==> config.mk <==
export PLATFORM = sky130hd
export DESIGN_NAME = uart_tx_buffered_flat
export DESIGN_NICKNAME = d
export VERILOG_FILES = /design/src/rtl/uart_tx_buffered_pkg.sv /design/src/rtl/uart_tx_buffered_if.sv /design/src/rtl/uart_tx_buffered_fifo.sv /design/src/rtl/uart_tx_buffered.sv /design/src/flat_wrapper.sv
export SDC_FILE = /design/constraint.sdc
export NUM_CORES = 1
export LEC_CHECK = 0
export CORE_AREA = 2 2 115 117
export DETAILED_ROUTE_END_ITERATION = 10
export DIE_AREA = 0 0 117 119
export PLACE_DENSITY = 0.72
export SKIP_LAST_GASP = 1
export SLEW_MARGIN = 25
export SYNTH_ARGS = -nofsm -noshare
export SYNTH_HDL_FRONTEND = slang
export SYNTH_SLANG_ARGS = --single-unit
==> constraint.sdc <==
create_clock -name clk -period 3.5 [get_ports clk]
set_clock_uncertainty 0.15 [all_clocks]
set_input_delay 0.35 -clock clk [delete_from_list [all_inputs] [get_ports clk]]
set_output_delay 0.35 -clock clk [all_outputs]
set_load 0.02 [all_outputs]
==> src/rtl/uart_tx_buffered_pkg.sv <==
// Shared types and defaults for the buffered UART transmitter.
//   tx_state_e  : serializer FSM states
//   *_DEFAULT   : default sizing for FIFO depth and oversampling
//   parity_bit  : parity over one byte, even (odd=0) or odd (odd=1)
package uart_tx_buffered_pkg;

  typedef enum logic [2:0] {
    IDLE,
    START,
    DATA,
    PARITY,
    STOP
  } tx_state_e;

  localparam int OVS_DEFAULT        = 16;
  localparam int FIFO_DEPTH_DEFAULT = 16;

  // Even parity makes the total count of ones (data + parity) even.
  function automatic logic parity_bit(input logic [7:0] data, input logic odd);
    return (^data) ^ odd;
  endfunction

endpackage

==> src/rtl/uart_tx_buffered_if.sv <==
// Byte write port of the buffered UART transmitter.
//   wr_en/wr_data : producer pushes one byte per cycle
//   full/empty    : FIFO status
//   count         : FIFO occupancy (byte in the serializer not included)
//   overflow      : 1-clk pulse, a write arrived while full and was dropped
// master = producer side, slave = transmitter side.
interface uart_tx_buffered_if
  import uart_tx_buffered_pkg::*;
#(
  parameter int FIFO_DEPTH = FIFO_DEPTH_DEFAULT
);
  localparam int CW = $clog2(FIFO_DEPTH) + 1;

  logic          wr_en;
  logic [7:0]    wr_data;
  logic          full;
  logic          empty;
  logic [CW-1:0] count;
  logic          overflow;

  modport master (output wr_en, wr_data, input full, empty, count, overflow);
  modport slave  (input wr_en, wr_data, output full, empty, count, overflow);

endinterface

==> src/rtl/uart_tx_buffered_fifo.sv <==
// Synchronous FIFO in front of the serializer.
//   clk, rst           : clock, async active-high reset
//   wr_en, wr_data     : push request; dropped (overflow pulse) when full
//   rd_en, rd_data     : pop request; rd_data shows the head combinationally
//   full, empty, count : status derived from the registered occupancy
//   overflow           : registered 1-clk pulse for a dropped write
// DEPTH must be a power of two so the pointers wrap on their own.
module uart_tx_buffered_fifo #(
  parameter int WIDTH = 8,
  parameter int DEPTH = 16,
  localparam int AW   = $clog2(DEPTH),
  localparam int CW   = AW + 1
) (
  input  logic             clk,
  input  logic             rst,
  input  logic             wr_en,
  input  logic [WIDTH-1:0] wr_data,
  input  logic             rd_en,
  output logic [WIDTH-1:0] rd_data,
  output logic             full,
  output logic             empty,
  output logic [CW-1:0]    count,
  output logic             overflow
);

  logic [WIDTH-1:0] mem [DEPTH];
  logic [AW-1:0]    wr_ptr, rd_ptr;
  logic             push, pop;

  assign full    = (count == CW'(DEPTH));
  assign empty   = (count == '0);
  // Gated on the registered full: a same-cycle pop never makes room.
  assign push    = wr_en & ~full;
  assign pop     = rd_en & ~empty;
  assign rd_data = mem[rd_ptr];

  always_ff @(posedge clk or posedge rst) begin
    if (rst) begin
      wr_ptr   <= '0;
      rd_ptr   <= '0;
      count    <= '0;
      overflow <= 1'b0;
    end else begin
      if (push) wr_ptr <= wr_ptr + AW'(1);
      if (pop)  rd_ptr <= rd_ptr + AW'(1);
      case ({push, pop})
        2'b10:   count <= count + CW'(1);
        2'b01:   count <= count - CW'(1);
        default: count <= count;
      endcase
      overflow <= wr_en & full;
    end
  end

  always_ff @(posedge clk) begin
    if (push) mem[wr_ptr] <= wr_data;
  end

endmodule

==> src/rtl/uart_tx_buffered.sv <==
// Buffered UART transmitter: byte FIFO feeding a b_tick-timed serializer.
//   clk, rst  : clock, async active-high reset
//   b_tick    : 1-clk pulse at baud*OVS
//   wr_if     : byte write port (push, full/empty/count/overflow)
//   tx_busy   : serializer mid-frame
//   tx_done   : 1-clk pulse after the last stop bit
//   uart_tx   : serial line, idle high, registered
// Frame: start(0), D0..D7 LSB first, optional parity, STOP_BITS stop bits.
module uart_tx_buffered
  import uart_tx_buffered_pkg::*;
#(
  parameter int FIFO_DEPTH = FIFO_DEPTH_DEFAULT,
  parameter int OVS        = OVS_DEFAULT,
  parameter int PARITY_EN  = 0,
  parameter int PARITY_ODD = 0,
  parameter int STOP_BITS  = 1
) (
  input  logic               clk,
  input  logic               rst,
  input  logic               b_tick,
  uart_tx_buffered_if.slave  wr_if,
  output logic               tx_busy,
  output logic               tx_done,
  output logic               uart_tx
);

  // Tick counter must reach 2*OVS-1 for two stop bits.
  localparam int TW = $clog2(2 * OVS);
  localparam logic [TW-1:0] BIT_LAST  = TW'(OVS - 1);
  localparam logic [TW-1:0] STOP_LAST = TW'(STOP_BITS * OVS - 1);

  tx_state_e     state, state_n;
  logic [TW-1:0] tick_cnt, tick_n;
  logic [2:0]    bit_cnt, bit_n;
  logic [7:0]    shreg, sh_n;
  logic          par, par_n;
  logic          pop, done_n, tx_n;
  logic [7:0]    head;

  uart_tx_buffered_fifo #(
    .WIDTH (8),
    .DEPTH (FIFO_DEPTH)
  ) u_fifo (
    .clk      (clk),
    .rst      (rst),
    .wr_en    (wr_if.wr_en),
    .wr_data  (wr_if.wr_data),
    .rd_en    (pop),
    .rd_data  (head),
    .full     (wr_if.full),
    .empty    (wr_if.empty),
    .count    (wr_if.count),
    .overflow (wr_if.overflow)
  );

  always_comb begin
    state_n = state;
    tick_n  = tick_cnt;
    bit_n   = bit_cnt;
    sh_n    = shreg;
    par_n   = par;
    pop     = 1'b0;
    done_n  = 1'b0;
    unique case (state)
      IDLE: begin
        // b_tick ignored here; the next frame starts as soon as a byte waits.
        if (!wr_if.empty) begin
          pop     = 1'b1;
          sh_n    = head;
          par_n   = parity_bit(head, PARITY_ODD != 0);
          tick_n  = '0;
          bit_n   = '0;
          state_n = START;
        end
      end
      START: begin
        if (b_tick) begin
          if (tick_cnt == BIT_LAST) begin
            tick_n  = '0;
            state_n = DATA;
          end else begin
            tick_n = tick_cnt + TW'(1);
          end
        end
      end
      DATA: begin
        if (b_tick) begin
          if (tick_cnt == BIT_LAST) begin
            tick_n = '0;
            if (bit_cnt == 3'd7) begin
              state_n = (PARITY_EN != 0) ? PARITY : STOP;
            end else begin
              sh_n  = shreg >> 1;
              bit_n = bit_cnt + 3'd1;
            end
          end else begin
            tick_n = tick_cnt + TW'(1);
          end
        end
      end
      PARITY: begin
        if (b_tick) begin
          if (tick_cnt == BIT_LAST) begin
            tick_n  = '0;
            state_n = STOP;
          end else begin
            tick_n = tick_cnt + TW'(1);
          end
        end
      end
      STOP: begin
        if (b_tick) begin
          if (tick_cnt == STOP_LAST) begin
            tick_n  = '0;
            done_n  = 1'b1;
            state_n = IDLE;
          end else begin
            tick_n = tick_cnt + TW'(1);
          end
        end
      end
      default: state_n = IDLE;
    endcase

    // Line level follows the state being entered so uart_tx stays registered
    // without lagging the FSM by a cycle.
    unique case (state_n)
      START:   tx_n = 1'b0;
      DATA:    tx_n = sh_n[0];
      PARITY:  tx_n = par_n;
      default: tx_n = 1'b1;
    endcase
  end

  always_ff @(posedge clk or posedge rst) begin
    if (rst) begin
      state    <= IDLE;
      tick_cnt <= '0;
      bit_cnt  <= '0;
      shreg    <= '0;
      par      <= 1'b0;
      uart_tx  <= 1'b1;
      tx_busy  <= 1'b0;
      tx_done  <= 1'b0;
    end else begin
      state    <= state_n;
      tick_cnt <= tick_n;
      bit_cnt  <= bit_n;
      shreg    <= sh_n;
      par      <= par_n;
      uart_tx  <= tx_n;
      tx_busy  <= (state_n != IDLE);
      tx_done  <= done_n;
    end
  end

endmodule

==> src/flat_wrapper.sv <==
// flat-port wrapper written by rule: the top's interface ports become plain ports
module uart_tx_buffered_flat import uart_tx_buffered_pkg::*;
#(
  parameter int FIFO_DEPTH = FIFO_DEPTH_DEFAULT,
  parameter int OVS        = OVS_DEFAULT,
  parameter int PARITY_EN  = 0,
  parameter int PARITY_ODD = 0,
  parameter int STOP_BITS  = 1
)
  (clk, rst, b_tick, tx_busy, tx_done, uart_tx, wr_if_wr_en, wr_if_wr_data, wr_if_full, wr_if_empty, wr_if_count, wr_if_overflow);
  uart_tx_buffered_if #(.FIFO_DEPTH(FIFO_DEPTH)) wr_if_i ();
  input  logic clk;
  input  logic rst;
  input  logic b_tick;
  output logic tx_busy;
  output logic tx_done;
  output logic uart_tx;
  input wire logic [$bits(wr_if_i.wr_en)-1:0] wr_if_wr_en;
  input wire logic [$bits(wr_if_i.wr_data)-1:0] wr_if_wr_data;
  output wire logic [$bits(wr_if_i.full)-1:0] wr_if_full;
  output wire logic [$bits(wr_if_i.empty)-1:0] wr_if_empty;
  output wire logic [$bits(wr_if_i.count)-1:0] wr_if_count;
  output wire logic [$bits(wr_if_i.overflow)-1:0] wr_if_overflow;
  assign wr_if_i.wr_en = wr_if_wr_en;
  assign wr_if_i.wr_data = wr_if_wr_data;
  assign wr_if_full = wr_if_i.full;
  assign wr_if_empty = wr_if_i.empty;
  assign wr_if_count = wr_if_i.count;
  assign wr_if_overflow = wr_if_i.overflow;
  uart_tx_buffered #(.FIFO_DEPTH(FIFO_DEPTH), .OVS(OVS), .PARITY_EN(PARITY_EN), .PARITY_ODD(PARITY_ODD), .STOP_BITS(STOP_BITS)) u_core (.clk(clk), .rst(rst), .b_tick(b_tick), .wr_if(wr_if_i), .tx_busy(tx_busy), .tx_done(tx_done), .uart_tx(uart_tx));
endmodule
## Word level (Yosys, flattened, before mapping)

Memory sizes are Yosys's and may differ from the RTL's.
Index checks and enable logic that the tools add are counted.

- Input port bits: 12
- Latch bits: 0
- Memories kept: 1
- Bits in read-only memories: 0
- Bits in registers: 37
- Bits in writable memories: 128
- Output and inout bits: 11

Memories:

| memory | depth | bits a word | read ports | clocked after memory_dff | wr ports | line | source |
|---|---|---|---|---|---|---|---|
| u_core.u_fifo.mem | 16 | 8 | 1 | 0 | 1 | uart_tx_buffered_fifo.sv:26 | `logic [WIDTH-1:0] mem [DEPTH];` |

- Multiplexer cells: 36
- Multipliers: 0
- Order comparisons: 0
- Reduce and logical (&&, ||, !) cells: 10
- Shifts and indexed selects: 0
- Bitwise operators: 5
- Add/subtract/negate cells: 6
- Divide/modulo/power cells: 0
- Equal/unequal tests: 17

Operators with widths:

| operator | number |
|---|---|
| $mux 3 | 14 |
| $mux 8 | 4 |
| $pmux 5 s2 | 2 |
| $pmux 8 s2 | 1 |
| $mux 5 | 3 |
| $pmux 3 s5 | 1 |
| $eq 3x2->1 const B | 4 |
| $add 5x1->5 const B | 2 |
| $mux 1 | 9 |
| $add 4x1->4 const B | 2 |
| $reduce_xor 8->1 | 1 |
| $eq 3x1->1 const B | 2 |
| $eq 3x3->1 const B | 2 |
| $ne 2x2->1 const B | 3 |
| $pmux 3 s2 | 1 |
| $reduce_bool 2->1 | 3 |
| $eq 5x4->1 const B | 1 |
| $eq 5x5->1 const B | 1 |
| $logic_not 5->1 | 1 |
| $reduce_and 5->1 | 1 |
| $sub 5x1->5 const B | 1 |
| $ne 2x1->1 const B | 2 |
| $reduce_or 4->1 | 1 |
| $add 3x1->3 const B | 1 |
| other kinds (8) | 11 |

## Longest topological paths before layout

Gate-level depths: netlist of run 1.

- Depth in word-level cells: 7
- Depth in mapped cells: 12
- Mapped depth without buffers: 11

## Modules after synthesis

From an unflattened synthesis of run 1, not the netlist that was laid out.

- Cell total of the unflattened synthesis: 454
- Area total of the unflattened synthesis: 7003.0 µm²

By module, submodules not included:

| module | cells each | seq. area each (µm²) | instances | area an instance (µm²) |
|---|---|---|---|---|
| uart_tx_buffered_fifo | 335 | 4194.0 | 1 | 5815.6 |
| uart_tx_buffered | 119 | 576.8 | 1 | 1187.4 |

## Worst setup path before layout of run 1

OpenSTA, ideal clock, no wires.

- Kind: flip-flop to flip-flop
- From: reg u_core.u_fifo.count[0]
- To: reg u_core.u_fifo.count[4]
- Library setup time: 0.133 ns
- Period minus slack after synthesis: 2.926 ns
- Path buffers: 0
- Setup slack: 0.574 ns
- Arrival: 2.643 ns
- Cell stages (with the launch flop): 12
- Cells stage by stage: dfrtp_1 -> nor4_1 -> nand2b_1 -> nand3_1 -> inv_2 -> ha_1 -> fa_1 -> a21o_1 -> a21oi_1 -> xor2_1 -> nor2_1 -> xor2_1

- Cells in the longest elaborated chain, start to end: 6

RTL lines:

| what | line | source |
|---|---|---|
| from (decl) | uart_tx_buffered_fifo.sv:22 | `output logic [CW-1:0] count,` |
| from (signal assigned) | uart_tx_buffered_fifo.sv:47 | `2'b10: count <= count + CW'(1);` |
| from (signal assigned) | uart_tx_buffered_fifo.sv:48 | `2'b01: count <= count - CW'(1);` |
| from (signal assigned) | uart_tx_buffered_fifo.sv:49 | `default: count <= count;` |
| $logic_not 5->1 * | uart_tx_buffered_fifo.sv:31 | `assign empty = (count == '0);` |
| $mux 1 | uart_tx_buffered.sv:67 | `if (!wr_if.empty) begin` |
| $mux 1 | uart_tx_buffered.sv:64 | `unique case (state)` |
| $and 1x1->1 * | uart_tx_buffered_fifo.sv:34 | `assign pop = rd_en & ~empty;` |
| via u_core.u_fifo.pop | uart_tx_buffered_fifo.sv:28 | `logic push, pop;` |
| $eq 2x1->1 / $eq 2x2->1 (equally long branches) | uart_tx_buffered_fifo.sv:46 | `case ({push, pop})` |
| $pmux 5 s2 / $reduce_bool 2->1 (equally long branches) | - |  |

Mark *: on every way through the listed nets, which the timed path passes. The rest lies on a longest branch.
A chain may end at the register's enable or synchronous reset.

## Final worst setup path of run 1

Ends and elaborated chain as after synthesis.

==> flow_summary.json, run 1 <==
{
  "outcome": "finished, final reports clean",
  "p_seq_share_pct": 39.7,
  "path_max_fanout": 7,
  "arrival_ns": 3.32,
  "synth_simple_gate_area_share_pct": 5.90,
  "num-nets-final": 472,
  "p_int_mw": 4.61,
  "die_h_microns": 119,
  "hp-class": "input pin to async pin",
  "syn_area_sq_mm": 0.00683,
  "r2r_end": "u_core.u_fifo.count[4]",
  "antenna_cells": 0,
  "hpwlAfterDp_microns": 8230,
  "grt_setup_unrepaired": "no",
  "syn_inst": 408,
  "dieWidth_microns": 117,
  "swShare_pct": 31.2,
  "ios": 23,
  "synth_edf_count": 128,
  "p_switching_mw": 2.09,
  "slowest_delay_ns": 0.49,
  "wire_per_inst_microns": 19.8,
  "yosysMostFrequentCell": "edfxtp_1",
  "period_share_pct": 90.6,
  "muxShareOfSynthArea_pct": 11.2,
  "worst_pin_slew_ns": 0.860,
  "synth_fa_ha_area_share_pct": 2.49,
  "hold_viol_final": 0,
  "synth_fp_nets": 433,
  "grt.total_usage_pct": 20.1,
  "grt_overflow": 0,
  "ir_drop_uv": 420,
  "cts_hold_buf": 0,
  "path_cells": "nor4_1 -> nand2b_1 -> nand3_1 -> inv_2 -> ha_1 -> fa_1 -> a21o_1 -> a21oi_1 -> xor2_1 -> nor2_1 -> xor2_1",
  "cts_tree": "yes",
  "synth_cell_types": 45,
  "synth_xor_area_share_pct": 2.44,
  "drtAntennaViolNets": 0,
  "via_per_inst": 5.64,
  "power.density_mw_per_mm2": 851,
  "final_util_pct": 61.1,
  "p_comb_share_pct": 33.2,
  "numCtsBuffers": 17,
  "startpoint_type": "flip-flop",
  "ys_top_cells_by_count": "128 x edfxtp_1, 36 x dfrtp_1, 32 x mux4_2, 30 x nand2_1, 24 x nor2_1",
  "synth_ff_type": "edfxtp_1",
  "initial_core_util_pct": 53.1,
  "relSlewSlack_pct": 42.5,
  "grt_pass1_vias": 3709,
  "grt_max_degree": 36,
  "cp.buffers_inverters": 1,
  "root_buffer": "clkbuf_16",
  "endpoint": "u_core.u_fifo.count[4]",
  "cap_violations": 0,
  "synth_top_area_share_pct": 56.3,
  "synth_top_family_by_area": "multiplexers",
  "clock.fmax_mhz": 315,
  "rows": 42,
  "final_cell_area_sq_mm": 0.00787,
  "setup_viol": 0,
  "crit_type": "flip-flop to flip-flop",
  "cts.clk_slew.worst_paths_ns": 0.06,
  "ctsResizeCount": 0,
  "totalWireLength_microns": 12600,
  "cp.required_ns": 3.65,
  "dr.pass1.iters": 4,
  "ys_seq_area_share_pct": 69.8,
  "cp_num_cells": 11,
  "placed_cell_area_sq_mm": 0.00729,
  "min_period_ns": 3.17,
  "rr_worst_depth": 11,
  "grt_pass1_wl_microns": 20100,
  "reg2reg_slack_ns": 0.33,
  "yosysTopAreaCell": "edfxtp_1",
  "io_buffers": 22,
  "drive_above_1_share_pct": 18.0,
  "critical_path.slowest_cell": "nor4_1",
  "drc": 0,
  "routabilityCongestion": 0.812,
  "cp-startpoint": "u_core.u_fifo.count[0]",
  "yosys_register_bits": 165,
  "drtIter0Drc": 309,
  "post-cts-setup-buffer-count": 0,
  "cp_common_cell": "xor2_1",
  "cts.sinks": 165,
  "vias": 3589,
  "cts_max_level": 4,
  "fp.coreArea_sq_mm": 0.0129,
  "hold_ws_ns": 0.167,
  "syn-mean-instance-area_sq_um": 16.7,
  "clock_path_buffers": 2,
  "ys_warn_count": 0,
  "synthArstFlopShare_pct": 22.4,
  "critical_path.top_delay_family": "simple AND/OR/NAND/NOR gates",
  "leakage_nw": 2.78,
  "synth_compound_area_share_pct": 5.84,
  "r2r_start": "u_core.u_fifo.count[0]",
  "die_area_sq_mm": 0.0139,
  "tns_ns": 0,
  "synthTopCellsByArea": "edfxtp_1 56%, dfrtp_1 13%, mux4_2 11%",
  "cp-end-kind": "flip-flop",
  "insertion_delay_ns": 0.42,
  "syn_to_final_growth_pct": 15.2,
  "antenna_found_initial": 0,
  "slew_violations": 0,
  "clockPowerShare_pct": 27.1
}
[power by group through the flow]
stage	clock [mW]	combinational [mW]	sequential, mW
after floorplan	0	1.71	2.66
after global placement	0	2.19	2.67
after detailed placement	0	2.24	2.69
after CTS	1.84	2.25	2.66
after global routing	1.92	2.44	2.69
final	1.82	2.22	2.66
[area by class of cell]
type                    instances  area [sq um]
flip-flops and latches        165          4770
clock buffers                  20           437
well taps                     176           220
fillers                       937          5010
inverters                      12          45.0
clock inverters                12           136
multi-input cells             213          1900
repair buffers                 38           353
[layer usage]
metal	vias to the layer above	wire length [microns]	GRT usage, %	share of wire, %
met2	80	6530	31.7	52
met5	-	0	0	0
met4	0	272	8.01	2.2
met3	18	555	4.89	4.4
li1	1659	-	-	-
met1	1832	5240	27.2	42
[state kept, by name, indices dropped and copies added (netlist names)]
name and count:
u_core.u_fifo.count 5, u_core.u_fifo.overflow 1, u_core.state 3, u_core.tx_busy 1, u_core.u_fifo.mem 128, u_core.u_fifo.wr_ptr 4, u_core.bit_cnt 3, u_core.tick_cnt 5
u_core.shreg 8, u_core.uart_tx 1, u_core.tx_done 1, u_core.par 1, u_core.u_fifo.rd_ptr 4
[cells by family after synthesis]
| kind of cell | count (synthesis) |
|---|---|
| muxes | 36 |
| and+or+nand+nor | 87 |
| adders and majority gates | 13 |
| xor gates and xnor gates | 19 |
| DFF | 165 |
| AOI/OAI and AO/OA | 58 |
| buffers and inverters | 30 |
[placed cells by master (no fill, tap or decap), types with 3 or more instances in the layout]
cell type and n:
nor3_1 4, edfxtp_1 128, clkbuf_16 17, a221o_1 6, o22ai_1 3, clkdlybuf4s50_1 22, clkinvlp_4 3, nand2_1 30
inv_1 7, a21oi_1 10, xnor2_1 15, a21o_1 4, o21ai_1 10, nor2_1 24, o21ai_0 3, clkbuf_1 3
xor2_1 4, nand3_1 7, nand2b_1 6, and2_1 3, nor3b_1 3, mux4_2 32, bufinv_16 3, inv_2 5
clkinv_1 5, buf_4 15, dfrtp_1 35, a22oi_1 15, ha_1 12
[metrics by stage]
stage | instances | total power, mW | worst slack [ns]
detailed placement | 604 | 4.93 | 0.327
floorplan | 408 | 4.37 | 0.574
global placement | 604 | 4.86 | 0.416
CTS | 636 | 6.75 | 0.313
global route | 636 | 7.05 | 0.000839
finish | 636 | 6.69 | 0.328
[worst min-delay path by stage]
stage	start	to	cells past startpoint
2_1_floorplan	wr_if_wr_data[0]	u_core.u_fifo.mem[0][0]	0
3_3_place_gp	u_core.bit_cnt[2]	u_core.bit_cnt[2]	2
3_5_place_dp	u_core.bit_cnt[2]	u_core.bit_cnt[2]	2
4_1_cts	rst	u_core.tick_cnt[1]	2
5_1_grt	rst	u_core.tick_cnt[0]	2
6_report	rst	u_core.u_fifo.rd_ptr[1]	2
Note: power is estimated with default switching activity, not from simulation.
==> inputs of run 2 (changes only) <==
CORE_AREA = 2 2 103 130   (was 2 2 115 117)
CTS_CLUSTER_SIZE = 20   (was default)
DIE_AREA = 0 0 105 132   (was 0 0 117 119)
GPL_TIMING_DRIVEN = 0   (was default)
==> run 2 against run 1 <==
Effect of this change:
- design area is essentially flat
- global-route usage shrank 0.13 points
- register-to-register slack gained 0.04 ns
- clock power is 3% lower
- first-iteration DRC count is 25% lower
- wire length grew 2.2%
- utilization rose by 1.6 points
- hold slack improved by 0.18 ns
==> flow_summary.json, run 2 (synthesis gave the netlist of run 1 again) <==
{
  "layoutNonFillerInstCount": 632,
  "io_buffers": 22,
  "hold_ws_ns": 0.344,
  "hpwlAfterDp_microns": 8600,
  "root_buffer": "clkbuf_16",
  "placed_cells": 599,
  "wire_per_inst_microns": 20.4,
  "slew_violations": 0,
  "outcome": "finished, final reports clean",
  "fp.coreArea_sq_mm": 0.0125,
  "ir_drop_uv": 348,
  "cp-end-kind": "flip-flop",
  "r2r_start": "u_core.u_fifo.count[0]",
  "die_h_microns": 132,
  "holdCritStartpoint": "u_core.bit_cnt[2]",
  "grt_setup_unrepaired": "no",
  "r2r_end": "u_core.u_fifo.count[4]",
  "layout_common_cells": "128 x edfxtp_1, 36 x dfrtp_1, 32 x mux4_2, 30 x nand2_1, 24 x nor2_1",
  "drtIter0Drc": 232,
  "drtAntennaViolNets": 0,
  "relSlewSlack_pct": 43.7,
  "largest_register_ff_count": 128,
  "cts.sinks": 165,
  "setup_viol": 0,
  "ios": 23,
  "min_to": "u_core.bit_cnt[2]",
  "clock.fmax_mhz": 319,
  "multi_input_area_sq_mm": 0.00193,
  "num-nets-final": 476,
  "grt_max_degree": 32,
  "antenna_cells": 0,
  "grt_pass1_wl_microns": 20400,
  "cp.required_ns": 3.66,
  "layout_commonest_cell": "edfxtp_1",
  "final_cell_area_sq_mm": 0.00787,
  "grt.total_usage_pct": 20.0,
  "arrival_ns": 3.29,
  "die_area_sq_mm": 0.0139,
  "tns_ns": 0,
  "rr_worst_depth": 11,
  "syn_to_final_growth_pct": 15.3,
  "grt_pass1_vias": 3701,
  "via_per_inst": 5.71,
  "routabilityCongestion": 0.797,
  "totalWireLength_microns": 12900,
  "worst_pin_slew_ns": 0.841,
  "hp-class": "flip-flop to flip-flop",
  "dieWidth_microns": 105,
  "post-cts-setup-buffer-count": 0,
  "numCtsBuffers": 17,
  "placed_cell_area_sq_mm": 0.00730,
  "path_max_fanout": 7,
  "vias": 3606,
  "crit_type": "flip-flop to flip-flop",
  "grt_overflow": 0,
  "dr.pass1.iters": 7,
  "clock_path_buffers": 2,
  "antenna_found_initial": 0,
  "regMostFlops": "u_core.u_fifo.mem",
  "rows": 46,
  "cts_max_level": 4,
  "min_path_cells": 2,
  "cap_violations": 0,
  "reg2reg_slack_ns": 0.37,
  "min_period_ns": 3.13,
  "insertion_delay_ns": 0.43,
  "total_power_mw": 6.69,
  "initial_core_util_pct": 54.4,
  "regArea_sq_mm": 0.00477,
  "leakage_nw": 2.78,
  "period_share_pct": 89.5,
  "drive_above_1_share_pct": 17.9,
  "cts_tree": "yes",
  "cts.clk_slew.worst_paths_ns": 0.06,
  "reg_top3": "u_core.u_fifo.mem (128), u_core.shreg (8)",
  "power.density_mw_per_mm2": 850,
  "hold_viol_final": 0,
  "startpoint_type": "flip-flop",
  "n_fill_cell": 916,
  "drc": 0
}
## run 2: cell types whose count changed in the layout (fill, tap and decap cells not counted), sizes merged
cell	delta
clkinvlp	-3
dlygate4sd3	+1
clkbuf	+7
bufinv	-2
buf	-4
inv	+5
## run 2: worst max path at each step
stage	startpoint	to	slack, ns	depth (start not counted)
2_1_floorplan	u_core.u_fifo.count[0]	u_core.u_fifo.count[4]	0.57	11
3_3_place_gp	u_core.u_fifo.count[0]	u_core.u_fifo.count[4]	0.27	11
3_5_place_dp	u_core.u_fifo.count[0]	u_core.u_fifo.count[4]	0.21	11
4_1_cts	u_core.u_fifo.count[0]	u_core.u_fifo.count[4]	0.19	11
5_1_grt	u_core.u_fifo.count[0]	u_core.u_fifo.count[4]	0.06	11
6_report	u_core.u_fifo.count[0]	u_core.u_fifo.count[4]	0.37	11
## run 2: timing repair
action                     4_1_cts  5_1_grt
resized for setup                0        1
hold endpoints to repair         6        0
hold buffers                     1        0
setup endpoints to repair        0        1
## run 2: power breakdown
group,switching [mW],internal [mW]
clock,0.774,0.993
combinational,1.21,1.08
sequential,0.182,2.45
## run 2: area by class of cell
type	count	share of cell area (%)
Sequential cell	165	60.6
Multi-Input combinational cell	213	24.5
Clock buffer	20	5.55
Timing Repair Buffer	24	3.18
Tap cell	168	2.67
Clock inverter	12	1.53
Buffer	18	1.40
Inverter	12	0.572
## run 2: critical path, cell delays in order, from the launching register on
cell,delay [ns]
dfrtp_1,0.45
nor4_2,0.40
nand2b_1,0.24
nand3_1,0.22
inv_2,0.11
ha_1,0.28
fa_1,0.43
a21o_1,0.20
a21oi_1,0.16
xor2_1,0.16
nor2_1,0.06
xor2_1,0.15
## run 2: per-stage QoR
step / setup WS, ns / utilization, %
6_report: 0.367 / 62.8
5_1_grt: 0.0593 / 62.8
4_1_cts: 0.185 / 62.7
3_5_place_dp: 0.212 / 58.2
3_3_place_gp: 0.265 / 57.9
2_1_floorplan: 0.574 / -
## run 2: layer usage
layer	vias up	global-route usage (%)	part of all wire, %
met5	-	0	0
met1	1830	25.8	43
met2	89	32.7	51
li1	1664	-	-
met3	23	4.35	4.0
met4	0	9.26	2.6
==> RTL change (config.mk and constraints of run 1) <==
`PARITY_ODD` is set to 0 in 2 places; all go to 1.
--- a/src/rtl/uart_tx_buffered.sv
+++ b/src/rtl/uart_tx_buffered.sv
@@ -14,3 +14,3 @@
   parameter int PARITY_EN  = 0,
-  parameter int PARITY_ODD = 0,
+  parameter int PARITY_ODD = 1,
   parameter int STOP_BITS  = 1
--- a/src/flat_wrapper.sv
+++ b/src/flat_wrapper.sv
@@ -6,3 +6,3 @@
   parameter int PARITY_EN  = 0,
-  parameter int PARITY_ODD = 0,
+  parameter int PARITY_ODD = 1,
   parameter int STOP_BITS  = 1
Behaviour: same outputs for any inputs over 10 cycles, from zero or initial values and one cycle with rst high; that may be too few to reach the edited logic, so the function may still have changed.
==> RTL change against run 1 <==
- sequential cell count unchanged
- synthesized cell count decreased by 0.49%
- total power decreased by 2.7%
- area after synthesis decreased by 0.40%
- cell area increased by 0.43%
- worst setup slack improved by 0.094 ns
- routed wire length increased by 1.8%
- final cell count decreased by 0.31%
- largest cell class unchanged
- largest power group unchanged
==> RTL change: results (changes against run 1) <==
| Metric | Value |
|---|---|
| Detailed-route via count | 3,631 (was 3,589) |
| 1st-iter DRT viols | 230 (was 309) |
| Leakage power total | 0.00286 uW (was 0.00278 uW) |
| YS warnings | 0 (unchanged) |
| Reg2reg setup slack | 0.42 ns (was 0.33 ns) |
| R2R cell count | 13 (was 11) |
| Global Route met3 Usage | 5.70% (was 4.89%) |
| Vias per cell | 5.73 (was 5.64) |
| Clock Latency Late Sink | 0.43 ns |
| Nets | 470 (was 472) |
| Resized cells post-CTS | 0 (unchanged) |
| Vias in the first global route | 3,759 (was 3,709) |
| Power Dens Cells | 824 mW/mm^2 (was 851 mW/mm^2) |
| Met2 Usage GRT | 32.6% (was 31.7%) |
| Initial DRT Pass Iterations | 5 (was 4) |
| Crit Reg-Reg Endpoint | u_core.u_fifo.count[4] (unchanged) |
| Crit path max fanout | 9 (was 7) |
| GP Congestion | 0.791 (was 0.812) |
| Met1 Routed Length | 5400 um (was 5240 um) |
| Num CTS Buffers | 17 (unchanged) |
| Worst hold margin | 0.135 ns (was 0.167 ns) |
| Register area share after synthesis | 70.1% (was 69.8%) |
| CTS root buffer | clkbuf_16 (unchanged) |
| H-tree levels | 4 (unchanged) |
| Antenna diodes | 0 (unchanged) |
| Global-route wire length before repair | 20,500 um (was 20,100 um) |
| Rel. slew slack | 29.7% (was 42.5%) |
| Commonest cells in the synthesized netlist | edfxtp_1, nand2_1, dfrtp_1, mux4_2, nor2_1 (was edfxtp_1, dfrtp_1, mux4_2, nand2_1, nor2_1) |
| Wirelength per Cell | 20.2 um (was 19.8 um) |
| Initial antenna violation count | 0 (unchanged) |
| Dpl ws | 0.431 ns (was 0.327 ns) |
| Fillers | 916 (was 937) |
| Routed met2 length | 6570 um (was 6530 um) |
| Maximum VDD drop | 0.410 mV (was 0.420 mV) |
| Fraction of layout cells with a size suffix above 1 | 16.4% (was 18.0%) |
| Post-detailed-placement half-perimeter wirelength | 8120 um (was 8230 um) |
| Min Tclk post-route | 3.08 ns (was 3.17 ns) |
| Syn Inst Count | 406 (was 408) |
| Max layer used | met4 (unchanged) |
| Area after DPL | 0.00728 sq mm (was 0.00729 sq mm) |
| Wire length on met3 | 639 um (was 555 um) |
| Post-synth EDFFs | 128 (unchanged) |
| Outcome | finished clean (unchanged) |
| Post-synth net total | 431 (was 433) |
| Placed insts | 602 (was 604) |
| GRT met1 Usage | 26.8% (was 27.2%) |
| Post CTS Setup Buffer Count | 0 (unchanged) |
| Area contributors post-synth | edfxtp_1, dfrtp_1, mux4_2, mux4_1, nand2_1 (was edfxtp_1, dfrtp_1, mux4_2, ha_1, xnor2_1) |
| Gr usage total | 20.4% (was 20.1%) |
| Leading registers by flop count | u_core.u_fifo.mem: 128 flops, u_core.shreg: 8 flops (unchanged) |
| CP startpoint | u_core.u_fifo.count[0] (unchanged) |
| WP data arrival | 3.24 ns (was 3.32 ns) |
| Clock Tree Buf Depth | 2 (unchanged) |
| Number of port buffers | 22 (unchanged) |
==> RTL change: kinds of logic after synthesis <==
family | synth area share (%)
adder cells (fa/ha/maj) | 2.50
buffers and inverters | 2.13
multiplexers | 11.5
AND/OR/NAND/NOR | 6.46
AO/OA/AOI/OAI | 4.82
XOR/XNOR | 2.45
flip-flops | 70.1
==> RTL change: worst max-delay path, stage by stage (launching register included) <==
cell	delay [ns]
dfrtp_1	0.43
nor4_1	0.51
nand2_1	0.14
and2_1	0.28
inv_1	0.09
ha_1	0.23
inv_1	0.11
fa_1	0.41
inv_1	0.07
a21o_1	0.11
a21oi_1	0.07
xnor2_1	0.14
nor2_1	0.06
xor2_1	0.14
==> RTL change: cell type report <==
cell class / count / share of cell area, %
tap: 176 / 2.79
clock buffer: 18 / 5.43
inverter: 11 / 0.523
clock inverter: 14 / 2.42
sequential: 165 / 60.4
multi-input combinational: 211 / 23.9
timing repair buffer: 39 / 4.56
==> RTL change: where the power goes <==
group	switching, uW	internal, uW
combinational	1050	914
sequential	186	2430
clock	781	1150
